[src/rtl/medidor_de_semiperiodo.sv]
// medidor_de_semiperiodo
// Measures the half-period of a slow, asynchronous divided clock (clk_lento)
// in units of the system clock, flags whether it is within tolerance of the
// expected value, and declares the input lost when it stops toggling.
//
// Ports
//   clk          in   system clock, all logic on its rising edge
//   rst_n        in   asynchronous active-low reset
//   clk_lento    in   divided clock under measurement (asynchronous to clk)
//   tick_sub     out  one-cycle pulse per detected rising edge of clk_lento
//   tick_baj     out  one-cycle pulse per detected falling edge of clk_lento
//   semiperiodo  out  clk cycles between the last two detected edges
//   valido       out  semiperiodo holds a measurement since last loss/reset
//   en_rango     out  valido and |semiperiodo - ESPERADO| <= TOL
//   perdido      out  no edge detected for TIMEOUT cycles
`timescale 1ns/1ps

module medidor_de_semiperiodo #(
  parameter int SYNC_STAGES = 2,
  parameter int CNT_W       = 8,
  parameter int TIMEOUT     = 200,
  parameter int ESPERADO    = 26,
  parameter int TOL         = 1
) (
  input  logic             clk,
  input  logic             rst_n,
  input  logic             clk_lento,
  output logic             tick_sub,
  output logic             tick_baj,
  output logic [CNT_W-1:0] semiperiodo,
  output logic             valido,
  output logic             en_rango,
  output logic             perdido
);

  // Warm-up counter width: must be able to hold SYNC_STAGES+1.
  localparam int                      WARM_W    = $clog2(SYNC_STAGES + 2);
  localparam logic [WARM_W-1:0]       WARM_DONE = WARM_W'(SYNC_STAGES + 1);
  localparam logic [CNT_W-1:0]        CNT_MAX   = {CNT_W{1'b1}};
  localparam logic [CNT_W-1:0]        TIMEOUT_C = CNT_W'(TIMEOUT);
  localparam logic signed [CNT_W:0]   ESP_C     = (CNT_W + 1)'(ESPERADO);
  localparam logic signed [CNT_W:0]   TOL_C     = (CNT_W + 1)'(TOL);

  typedef enum logic [1:0] {
    ESPERA   = 2'd0,
    MIDIENDO = 2'd1,
    VALIDO   = 2'd2,
    PERDIDO  = 2'd3
  } estado_t;

  // Tolerance test done one bit wider and signed so that a small count
  // minus ESPERADO goes negative instead of wrapping to a huge value.
  function automatic logic dentro_de_tol(input logic [CNT_W-1:0] v);
    logic signed [CNT_W:0] dif;
    logic signed [CNT_W:0] mag;
    dif = $signed({1'b0, v}) - ESP_C;
    mag = dif[CNT_W] ? -dif : dif;
    return (mag <= TOL_C);
  endfunction

  logic [SYNC_STAGES-1:0] sync_q;
  logic                   hist_q;
  logic [WARM_W-1:0]      warm_q;
  logic [CNT_W-1:0]       cnt_q, cnt_d;
  estado_t                state_q, state_d;
  logic                   tick_sub_q, tick_sub_d;
  logic                   tick_baj_q, tick_baj_d;
  logic [CNT_W-1:0]       semi_q, semi_d;
  logic                   valido_q, valido_d;
  logic                   en_rango_q, en_rango_d;
  logic                   perdido_q, perdido_d;

  logic sync_last_s;
  logic armed_s;
  logic edge_s;

  assign sync_last_s = sync_q[SYNC_STAGES-1];
  // The reset value of the chain may differ from the real input level; the
  // resulting mismatch is visible only during the warm-up window, so edges
  // are ignored until the chain and history have settled.
  assign armed_s     = (warm_q == WARM_DONE);
  assign edge_s      = armed_s && (sync_last_s != hist_q);

  // Synchronizer chain, history flop and post-reset warm-up counter.
  always_ff @(posedge clk or negedge rst_n) begin
    if (!rst_n) begin
      sync_q <= {SYNC_STAGES{1'b0}};
      hist_q <= 1'b0;
      warm_q <= {WARM_W{1'b0}};
    end else begin
      sync_q <= {sync_q[SYNC_STAGES-2:0], clk_lento};
      hist_q <= sync_last_s;
      if (warm_q != WARM_DONE) begin
        warm_q <= warm_q + WARM_W'(1);
      end else begin
        warm_q <= warm_q;
      end
    end
  end

  // Interval counter: restarts at 1 on an edge so the value seen on the
  // next edge equals the distance between the two detections.
  always_comb begin
    cnt_d = cnt_q;
    if (edge_s) begin
      cnt_d = CNT_W'(1);
    end else if (cnt_q != CNT_MAX) begin
      cnt_d = cnt_q + CNT_W'(1);
    end else begin
      cnt_d = cnt_q;
    end
  end

  // State and registered outputs.
  always_ff @(posedge clk or negedge rst_n) begin
    if (!rst_n) begin
      state_q    <= ESPERA;
      cnt_q      <= {CNT_W{1'b0}};
      tick_sub_q <= 1'b0;
      tick_baj_q <= 1'b0;
      semi_q     <= {CNT_W{1'b0}};
      valido_q   <= 1'b0;
      en_rango_q <= 1'b0;
      perdido_q  <= 1'b0;
    end else begin
      state_q    <= state_d;
      cnt_q      <= cnt_d;
      tick_sub_q <= tick_sub_d;
      tick_baj_q <= tick_baj_d;
      semi_q     <= semi_d;
      valido_q   <= valido_d;
      en_rango_q <= en_rango_d;
      perdido_q  <= perdido_d;
    end
  end

  // Next-state logic; an edge takes priority over the timeout.
  always_comb begin
    state_d = state_q;
    case (state_q)
      ESPERA: begin
        if (edge_s) begin
          state_d = MIDIENDO;
        end else if (cnt_q == TIMEOUT_C) begin
          state_d = PERDIDO;
        end else begin
          state_d = ESPERA;
        end
      end
      MIDIENDO, VALIDO: begin
        if (edge_s) begin
          state_d = VALIDO;
        end else if (cnt_q == TIMEOUT_C) begin
          state_d = PERDIDO;
        end else begin
          state_d = state_q;
        end
      end
      PERDIDO: begin
        if (edge_s) begin
          state_d = MIDIENDO;
        end else begin
          state_d = PERDIDO;
        end
      end
      default: state_d = ESPERA;
    endcase
  end

  // Output logic, computed from the next state so the registered flags
  // track the state register exactly.
  always_comb begin
    tick_sub_d = edge_s && sync_last_s;
    tick_baj_d = edge_s && !sync_last_s;
    valido_d   = (state_d == VALIDO);
    perdido_d  = (state_d == PERDIDO);
    semi_d     = semi_q;
    en_rango_d = 1'b0;
    if (state_d == VALIDO) begin
      // Entering or staying in VALIDO on an edge means a fresh measurement.
      if (edge_s) begin
        semi_d     = cnt_q;
        en_rango_d = dentro_de_tol(cnt_q);
      end else begin
        semi_d     = semi_q;
        en_rango_d = en_rango_q;
      end
    end else begin
      // Outside VALIDO the last measurement is kept but not qualified.
      semi_d     = semi_q;
      en_rango_d = 1'b0;
    end
  end

  assign tick_sub    = tick_sub_q;
  assign tick_baj    = tick_baj_q;
  assign semiperiodo = semi_q;
  assign valido      = valido_q;
  assign en_rango    = en_rango_q;
  assign perdido     = perdido_q;

endmodule

[config.mk]
export PLATFORM = sky130hd
export DESIGN_NAME = medidor_de_semiperiodo
export DESIGN_NICKNAME = d
export VERILOG_FILES = /design/src/rtl/medidor_de_semiperiodo.sv
export SDC_FILE = /design/constraint.sdc
export NUM_CORES = 1
export LEC_CHECK = 0
export CORE_ASPECT_RATIO = 1.5
export CORE_UTILIZATION = 55
export DETAILED_ROUTE_END_ITERATION = 16
export GPL_ROUTABILITY_DRIVEN = 0
export GPL_TIMING_DRIVEN = 1
export PLACE_DENSITY = 0.74
export SLEW_MARGIN = 30
export SYNTH_ARGS = -nofsm -noshare
export SYNTH_HDL_FRONTEND = slang
export SYNTH_SLANG_ARGS = --single-unit
[constraint.sdc]
create_clock -name clk -period 5 [get_ports clk]
set_clock_uncertainty 0.2 [all_clocks]
set_input_delay 1.5 -clock clk [delete_from_list [all_inputs] [get_ports clk]]
set_output_delay 1.5 -clock clk [all_outputs]
set_load 0.05 [all_outputs]
==> impl_metrics.env <==
export IMPL_post_route_drc_count=0
export IMPL_syn_inst=160
export IMPL_via_per_inst=5.72
export IMPL_post_drt_wl_per_cell_um=15.5
export IMPL_nets=184
export IMPL_maxSlewHeadroom_pct=65.7
export IMPL_diodes=0
export IMPL_setup_violations=0
export IMPL_rrSetupSlack_ns=2.49
export IMPL_cts_buffer_depth=2
export IMPL_crit_path_end_kind="primary output"
export IMPL_critPathMaxFanout=2
export IMPL_period_needed_ns=3.14
export IMPL_totalWireLength_um=3220
export IMPL_rsz0062_at_grt="false"
export IMPL_yosysUniqueCellTypes=47
export IMPL_path_class="reg -> out"
export IMPL_tightest_slew_ns=0.513
export IMPL_detail_route_antenna_nets=0
export IMPL_numClockSinks=28
export IMPL_powerDensity_nw_per_um2=421
export IMPL_grt_start_max_net_pins=29
export IMPL_first_iter_violations=16
export IMPL_vdd_drop_max_mv=0.314
export IMPL_start_kind="register"
export IMPL_crit_path_top_delay_cell="clkdlybuf4s50_1"
export IMPL_row_count=23
export IMPL_leakagePower_nw=0.799
export IMPL_synth_area_top_cells="dfrtp_1 44%, ha_1 7.1%, nor2_1 3.8%"
export IMPL_ys_warn_count=0
export IMPL_synth_top_area_share_pct=44.1
export IMPL_fin_area_um2=1800
export IMPL_grt_pass1_wl_um=5260
export IMPL_path_clk_slew_ns=0.09
export IMPL_synthFlopType="dfrtp_1"
export IMPL_fp_dieH_um=67.9
export IMPL_hold_violations=0
export IMPL_start_util_pct=58.8
export IMPL_io_pins=16
export IMPL_syn_avg_cell_area_um2=9.94
export IMPL_ys_ff_latch=28
export IMPL_cts_root_buf="clkbuf_8"
export IMPL_grt_pass1_vias=1229
export IMPL_die_w_um=45.9
export IMPL_area_growth_pct=13.4
export IMPL_synth_edf_count=0
export IMPL_post_cts_buffers=0
export IMPL_antenna_found_initial=0
export IMPL_hold_buffers=0
export IMPL_synth_nets=172
export IMPL_critical_path_max_stage_delay_ns=0.80
export IMPL_die_area_um2=3110
export IMPL_hold_path_class="reg -> reg"
export IMPL_drive_above_1_share_pct=7.60
export IMPL_maxCapViolations=0
export IMPL_arrival_ns=1.44
export IMPL_grt_ovfl_total=0
export IMPL_crit_buf_inv=1
export IMPL_worstSkewPairLatency_ns=0.27
export IMPL_yosys_area_top_type="dfrtp_1"
export IMPL_cts_resized=0
export IMPL_required_ns=3.30
export IMPL_async_reset_ff_share_pct=100
export IMPL_cts_made_buffers=3
export IMPL_post_dp_cell_area_um2=1730
export IMPL_synth_common_cells="28 x dfrtp_1, 16 x nor2_1, 15 x nand2_1, 10 x inv_1, 9 x ha_1"
export IMPL_period_share_pct=62.7
export IMPL_dr_pass1_iters=4
export IMPL_cp_top_family="buffers and inverters"
export IMPL_cts_tree="done"
export IMPL_cts_htree_levels=1
export IMPL_drv_slew=0
export IMPL_seq_area_frac_synth_pct=44.1
export IMPL_port_buffers=15
export IMPL_run_status="complete, no violations"
export IMPL_clock_fmax_mhz=319
export IMPL_grt_use_total_pct=23.5
export IMPL_tns_ns=0
export IMPL_syn_cell_area_um2=1590
export IMPL_vias=1190
export IMPL_core_area_um2=2710
export IMPL_path_cells="clkdlybuf4s50_1"
export IMPL_synth_most_common_cell="dfrtp_1"
export IMPL_dp_hpwl_um=2320
[state kept, by name, summed over array words and instances (netlist names)]
register / cells
cnt_q: 8
semiperiodo: 8
state_q: 2
sync_q: 2
warm_q: 2
en_rango: 1
hist_q: 1
perdido: 1
tick_baj: 1
tick_sub: 1
valido: 1
[cells by family (layout without fill, tap and decap cells)]
group | after synthesis | after routing | synth area share [%]
compound gates | 27 | 27 | 12.0
xor+xnor | 10 | 10 | 5.98
fa+ha+maj | 9 | 9 | 7.08
buf+inv | 19 | 30 | 6.29
flops | 28 | 28 | 44.1
mux | 5 | 5 | 3.54
simple gates | 62 | 62 | 21.0
[path summary, 6_finish.rpt]
| path | from | to | cells after the start |
|---|---|---|---|
| worst max-delay path | semiperiodo[0] | semiperiodo[0] | 1 |
| worst min-delay path | sync_q[0] | sync_q[1] | 0 |
| worst max register to register | cnt_q[1] | en_rango | 7 |
| worst min register to register | sync_q[0] | sync_q[1] | 0 |
| max in group asynchronous | rst_n | valido | 2 |
| min in group asynchronous | rst_n | cnt_q[4] | 2 |
[metal layers]
| layer | vias up | GRT usage, % | part of all wire [%] |
|---|---|---|---|
| met1 | 589 | 25.7 | 40 |
| met5 | - | 0 | 0 |
| li1 | 579 | - | - |
| met2 | 20 | 43.8 | 56 |
| met4 | 0 | 10.7 | 0.96 |
| met3 | 2 | 2.11 | 2.4 |
[through the flow]
stage	instances	hold slack, ns	total power, mW	setup slack [ns]	utilization (%)
after floorplan	160	0.131	0.515	2.70	-
after global routing	208	0.176	0.804	1.82	66.7
after CTS	208	0.173	0.765	1.85	66.7
after detailed placement	204	0.141	0.588	2.15	64.0
final	208	0.170	0.758	1.86	66.7
after global placement	204	0.143	0.574	2.18	64.0
[report_power, final]
group | internal (mW) | switching (mW) | leakage, nW
logic | 0.106 | 0.190 | 0.403
clock network | 0.107 | 0.0676 | 0.0357
registers | 0.257 | 0.0308 | 0.360
[placed cells by master, fill, tap and decap left out, drive strengths merged, types with 4 or more instances in the layout]
cell / instances
dfrtp: 28
ha: 9
inv: 10
nand3: 9
nor3: 4
xor2: 4
o21ai: 9
xnor2: 6
mux2: 5
nor2: 17
nand2: 15
clkdlybuf4s50: 15
[final cells by class]
class                           instances  area (um2)
Fill cell                             230         902
Timing Repair Buffer                   16         158
Clock buffer                            3        41.3
Tap cell                               37        46.3
Clock inverter                          1        30.0
Inverter                               10        37.5
Multi-Input combinational cell        113         790
Sequential cell                        28         701
(Power assumes the default switching activity.)
